[config.mk]
export PLATFORM = sky130hd
export DESIGN_NAME = universal_shift_register_param
export DESIGN_NICKNAME = d
export VERILOG_FILES = /design/src/rtl/usr_pkg.sv /design/src/rtl/usr_next_value.sv /design/src/rtl/universal_shift_register_param.sv
export SDC_FILE = /design/constraint.sdc
export NUM_CORES = 1
export LEC_CHECK = 0
export ABC_CLOCK_PERIOD_IN_PS = 3600
export CORE_MARGIN = 4
export CORE_UTILIZATION = 50
export DETAILED_ROUTE_END_ITERATION = 8
export GPL_TIMING_DRIVEN = 0
export PLACE_DENSITY = 0.8
export SKIP_CTS_REPAIR_TIMING = 1
export SYNTH_ARGS = -nofsm -noshare
export SYNTH_HDL_FRONTEND = slang
export SYNTH_HIERARCHICAL = 1
export SYNTH_SLANG_ARGS = --single-unit
export TNS_END_PERCENT = 100
[constraint.sdc]
create_clock -name Clk_In -period 3.6 [get_ports Clk_In]
set_input_delay 0.72 -clock Clk_In [delete_from_list [all_inputs] [get_ports Clk_In]]
set_output_delay 0.72 -clock Clk_In [all_outputs]
set_load 0.02 [all_outputs]
[src/rtl/usr_pkg.sv]
//------------------------------------------------------------------------------
// Module  : usr_pkg
// Brief   : Opcode/state types and helpers for the parametrised universal
//           shift register.
// Revision: 1.0 - initial release
//------------------------------------------------------------------------------
`default_nettype none

package usr_pkg;

  typedef enum logic [2:0] {
    USR_NOP  = 3'd0,
    USR_SHL  = 3'd1,
    USR_SHR  = 3'd2,
    USR_LOAD = 3'd3,
    USR_ROL  = 3'd4,
    USR_ROR  = 3'd5,
    USR_ASR  = 3'd6,
    USR_RSVD = 3'd7
  } usr_op_t;

  typedef enum logic [0:0] {
    USR_IDLE  = 1'b0,
    USR_BURST = 1'b1
  } usr_state_t;

  // Only position-moving operations can be repeated by the burst engine.
  function automatic logic is_burst_op(input usr_op_t op);
    case (op)
      USR_SHL, USR_SHR, USR_ROL, USR_ROR, USR_ASR: return 1'b1;
      default:                                     return 1'b0;
    endcase
  endfunction

endpackage

`default_nettype wire

[src/rtl/usr_next_value.sv]
//------------------------------------------------------------------------------
// Module  : usr_next_value
// Brief   : Combinational next-value function of the shift register, shared
//           by the single-operation and burst paths.
// Revision: 1.0 - initial release
//------------------------------------------------------------------------------
`default_nettype none

module usr_next_value
  import usr_pkg::*;
#(
  parameter int WIDTH = 16
) (
  input  logic [WIDTH-1:0] cur_value,
  input  usr_op_t          op,
  input  logic             ser_left,
  input  logic             ser_right,
  input  logic [WIDTH-1:0] par_data,
  output logic [WIDTH-1:0] next_value
);

  always_comb begin
    next_value = cur_value;
    case (op)
      USR_SHL:  next_value = {cur_value[WIDTH-2:0], ser_right};
      USR_SHR:  next_value = {ser_left, cur_value[WIDTH-1:1]};
      USR_LOAD: next_value = par_data;
      USR_ROL:  next_value = {cur_value[WIDTH-2:0], cur_value[WIDTH-1]};
      USR_ROR:  next_value = {cur_value[0], cur_value[WIDTH-1:1]};
      USR_ASR:  next_value = {cur_value[WIDTH-1], cur_value[WIDTH-1:1]};
      default:  next_value = cur_value;
    endcase
  end

endmodule

`default_nettype wire

[src/rtl/universal_shift_register_param.sv]
//------------------------------------------------------------------------------
// Module  : universal_shift_register_param
// Brief   : Parametrised universal shift register with rotate/arithmetic modes
//           and a Busy/Done burst engine repeating one shift N times.
// Revision: 1.0 - initial release
//------------------------------------------------------------------------------
`default_nettype none

module universal_shift_register_param
  import usr_pkg::*;
#(
  parameter  int WIDTH = 16,
  localparam int CNT_W = $clog2(WIDTH + 1)
) (
  input  logic             Clk_In,
  input  logic             Reset_In,
  input  logic             Enable_In,
  input  logic [2:0]       USR_Operation_Select_In,
  input  logic             Start_In,
  input  logic [CNT_W-1:0] Shift_Count_In,
  input  logic             Serial_Left_Side_Data_In,
  input  logic             Serial_Right_Side_Data_In,
  input  logic [WIDTH-1:0] Parallel_Data_In,
  output logic             Serial_Left_Side_Data_Out,
  output logic             Serial_Right_Side_Data_Out,
  output logic [WIDTH-1:0] Parallel_Data_Out,
  output logic             Busy_Out,
  output logic             Done_Out
);

  localparam logic [CNT_W-1:0] C_WIDTH_CNT = CNT_W'(WIDTH);
  localparam logic [CNT_W-1:0] C_ONE_CNT   = CNT_W'(1);

  usr_state_t       r_state, w_state_next;
  usr_op_t          r_op, w_op_next, w_op_live, w_op_apply;
  logic [CNT_W-1:0] r_count, w_count_next, w_count_sat;
  logic [WIDTH-1:0] r_data, w_data_next;
  logic             r_busy, w_busy_next;
  logic             r_done, w_done_next;
  logic             w_accept;

  assign w_op_live   = usr_op_t'(USR_Operation_Select_In);
  assign w_count_sat = (Shift_Count_In > C_WIDTH_CNT) ? C_WIDTH_CNT : Shift_Count_In;
  assign w_accept    = (r_state == USR_IDLE) && Start_In && is_burst_op(w_op_live);

  usr_next_value #(
    .WIDTH (WIDTH)
  ) u_next_value (
    .cur_value  (r_data),
    .op         (w_op_apply),
    .ser_left   (Serial_Left_Side_Data_In),
    .ser_right  (Serial_Right_Side_Data_In),
    .par_data   (Parallel_Data_In),
    .next_value (w_data_next)
  );

  // w_op_apply stays NOP whenever the register must hold (disabled or on the
  // burst accept edge), so the data register can load w_data_next unconditionally.
  always_comb begin
    w_state_next = r_state;
    w_op_next    = r_op;
    w_count_next = r_count;
    w_busy_next  = r_busy;
    w_done_next  = 1'b0;
    w_op_apply   = USR_NOP;
    if (Enable_In) begin
      case (r_state)
        USR_IDLE: begin
          if (w_accept) begin
            w_op_next = w_op_live;
            if (w_count_sat == '0) begin
              w_done_next = 1'b1;
            end else begin
              w_count_next = w_count_sat;
              w_state_next = USR_BURST;
              w_busy_next  = 1'b1;
            end
          end else begin
            w_op_apply = w_op_live;
          end
        end
        USR_BURST: begin
          w_op_apply   = r_op;
          w_count_next = r_count - C_ONE_CNT;
          if (r_count == C_ONE_CNT) begin
            w_state_next = USR_IDLE;
            w_busy_next  = 1'b0;
            w_done_next  = 1'b1;
          end
        end
        default: w_state_next = USR_IDLE;
      endcase
    end
  end

  always_ff @(posedge Clk_In or posedge Reset_In) begin
    if (Reset_In) begin
      r_state <= USR_IDLE;
      r_op    <= USR_NOP;
      r_count <= '0;
      r_data  <= '0;
      r_busy  <= 1'b0;
      r_done  <= 1'b0;
    end else begin
      r_state <= w_state_next;
      r_op    <= w_op_next;
      r_count <= w_count_next;
      r_data  <= w_data_next;
      r_busy  <= w_busy_next;
      r_done  <= w_done_next;
    end
  end

  assign Parallel_Data_Out          = r_data;
  assign Serial_Left_Side_Data_Out  = r_data[WIDTH-1];
  assign Serial_Right_Side_Data_Out = r_data[0];
  assign Busy_Out                   = r_busy;
  assign Done_Out                   = r_done;

endmodule

`default_nettype wire

==> reports/results.tsv <==
metric	value	unit
status	completed	
Synth Area in Adders	1.17	%
fill cell count	340	
Flop pwr share	28.1	%
Yosys cell types	51	
Crit. End Element	register	
largest family of logic cells by synthesized area	compound AO/OA/AOI/OAI gates	
Post-Syn Instances	248	
HPWL after DPL	4.41	mm
cell row count	23	
Critical Path RT	3.77	ns
Clock Latency Late Sink	0.28	ns
area occupied by registers	676	µm²
part of the Yosys area used for sequential elements	31.7	%
Logic pwr share	63.9	%
switch share	45.6	%
clock group share of total power	8.0	%
syn_area_per_cell	8.59	µm²
Starting Density	52.5	%
Max Slew Vio Count	0	
clk slew on worst S/H paths	0.10	ns
core box area	4060	µm²
post-route clock period utilization	85.1	%
GR Util met3	2.19	%
GR peak layer	met2	
nets	334	
Net Switching	1.02	mW
Net Count, Synth	280	
Via Count	2274	
Pwr per Cell Area	817	nW/µm²
1st-iter DRT viols	247	
layout cells sized above 1	12.0	%
vias in the first global route	2116	
max_cap viols	0	
CTS Sinks	27	
Die Y	73.3	µm
DRT antenna net count	0	
drc violations	0	
Root Driver	clkbuf_8	
Hold/Removal Path Class	reg -> reg	
peak fanout along the critical path	10	
area of the multi-input gates	1250	µm²
Area Growth Syn to Fin	28.1	%
dominant synthesized flop cell	dfrtp_1	
Chip Width	73.3	µm
Rel. slew slack	28.2	%
ant diodes	0	
Synth Area in XOR/XNOR	0	%
Clock Path Buffers	2	
Max Clk Rate	0.326	GHz
startpoint types	input pin	
Int Power	1.21	mW
setup TNS	0	ns
compound-cell area share of the yosys netlist	33.5	%
Tot GR Track Use	24.4	%
Lkg Pwr	1.06	nW
RePlAce Congestion	0.950	
flops & latches, synth	27	
Ys Warns	6	
First-pass DRT Iterations	5	
Simple-Gate Fraction of Synth Area	19.6	%
Max IR drop VDD	0.462	mV
Final Setup Violations	0	
Congestion Overflow GR	0	
Vias/cell	6.48	
Num CTS Buffers	3	
number of buffer cells added on primary ports	49	
EDFF count, synth	0	
Async SR Flop Fraction	100	%
mux cell area share after synthesis	4.40	%
Total Wirelength	6.10	mm
Slew @ Worst Pin	1.08	ns
class of the most critical setup path	in -> reg	
Final Hold Violating Endpoints	0	
die area	5370	µm²
global-route wire length before repair	10.4	mm
met2 Usage GRT	36.8	%
Avg WL per Cell	17.4	µm
initial antenna violation count	0	
RSZ-0062 raised after global routing	no	
met1 Use GR	36.8	%
smallest hold slack	0.517	ns
fin crit period	3.06	ns
Arrival @ worst endpoint	3.23	ns
CTS tree	built	
IO Count	50	
H-tree lvl count	1	
largest net degree at the start of global routing	28	
Setup Skew	0.00720	ns
mapped cell area	2130	µm²
final cells by class:
type	count	area share [%]
Multi-Input combinational cell	185	45.8
Sequential cell	27	24.7
Timing Repair Buffer	49	18.0
Buffer	27	6.23
Tap cell	50	2.29
Clock buffer	3	1.51
Inverter	9	1.24
Clock inverter	1	0.183
stage by stage:
stage	instances	cell area, µm²	total power [mW]	utilization [%]	setup WS (ns)
3_5_place_dp	347	2680	2.03	66.1	0.312
3_3_place_gp	347	2680	2.01	66.1	0.346
2_1_floorplan	248	2130	1.56	-	1.34
5_1_grt	351	2730	2.41	67.3	0.339
6_report	351	2730	2.23	67.3	0.535
4_1_cts	351	2730	2.22	67.3	0.571
cells in the mapped netlist, drive strengths merged (4+ instances only):
cell type,number,share of area [%]
a21boi,4,1.4
nor3,6,1.4
inv,9,1.6
a21o,4,1.4
dfrtp,27,32
clkbuf,8,1.5
buf,19,6.5
nand2,20,3.5
o2bb2ai,10,4.1
mux2i,6,2.8
a221o,12,5.6
a31oi,15,4.4
a21oi,31,7.3
or3,5,2.0
nand2b,13,3.8
nand3,15,3.5
worst max-delay path, cell delays in order:
cell and delay, ns:
clkdlybuf4s50_1 0.60, clkbuf_1 0.37, a21boi_0 0.52, buf_2 0.35
buf_2 0.28, o2bb2ai_1 0.09, a221o_1 0.30
cells in the final DEF, fill, tap and decap left out, types with 2 or more instances in the layout:
cell type	Yosys	routed
a311o_1	2	2
o221ai_1	3	3
inv_1	9	9
nor2_1	3	3
or3b_2	2	2
nand2_1	20	20
a31oi_1	15	15
a21boi_0	4	4
mux2_2	3	3
a2bb2oi_1	2	2
nand2b_1	13	13
buf_6	6	6
mux2i_1	6	6
a21oi_1	31	31
clkbuf_1	7	7
buf_2	9	9
or3_4	2	2
clkbuf_8	0	3
nor3_1	6	6
nand3b_1	3	3
buf_4	3	3
a22oi_1	2	2
nand4_1	3	3
dfrtp_1	27	27
ha_1	2	2
a21o_1	4	4
or3_1	2	2
o2bb2ai_1	10	10
nand3_1	15	15
a221o_1	12	12
clkdlybuf4s50_1	0	49
metal layers:
layer  vias up  part of all wire [%]
met4         0                  0.93
li1       1054                     -
met2       151                    44
met3         8                   8.6
met1      1061                    46
met5         -                     0
registers in the layout (all words and copies together) (netlist names):
signal             cells
r_state                1
Busy_Out               1
r_count                5
r_op                   3
Done_Out               1
Parallel_Data_Out     16
final timing paths:
path                       cells past startpoint                    end  slack (ns)       from
min                                            1                r_op[2]        0.52    r_op[2]
min in group asynchronous                      2   Parallel_Data_Out[8]        1.00   Reset_In
max                                            7  Parallel_Data_Out[11]        0.54  Enable_In
max reg2reg                                    8  Parallel_Data_Out[11]        1.01    r_state
min reg2reg                                    1                r_op[2]        0.52    r_op[2]
max in group asynchronous                      2  Parallel_Data_Out[15]        1.95   Reset_In
cells by family after synthesis:
group | Yosys count
AOI/OAI and AO/OA | 98
and+or+nand+nor | 76
buffers and inverters | 36
DFF | 27
muxes | 9
adders and majority gates | 2
power by group through the flow:
stage	Sequential [mW]	Combinational (mW)	Clock, mW
after detailed placement	0.630	1.40	0
after floorplan	0.701	0.857	0
after global placement	0.628	1.38	0
final	0.626	1.43	0.178
after CTS	0.623	1.41	0.183
after global routing	0.654	1.56	0.195
(Power assumes the default switching activity.)
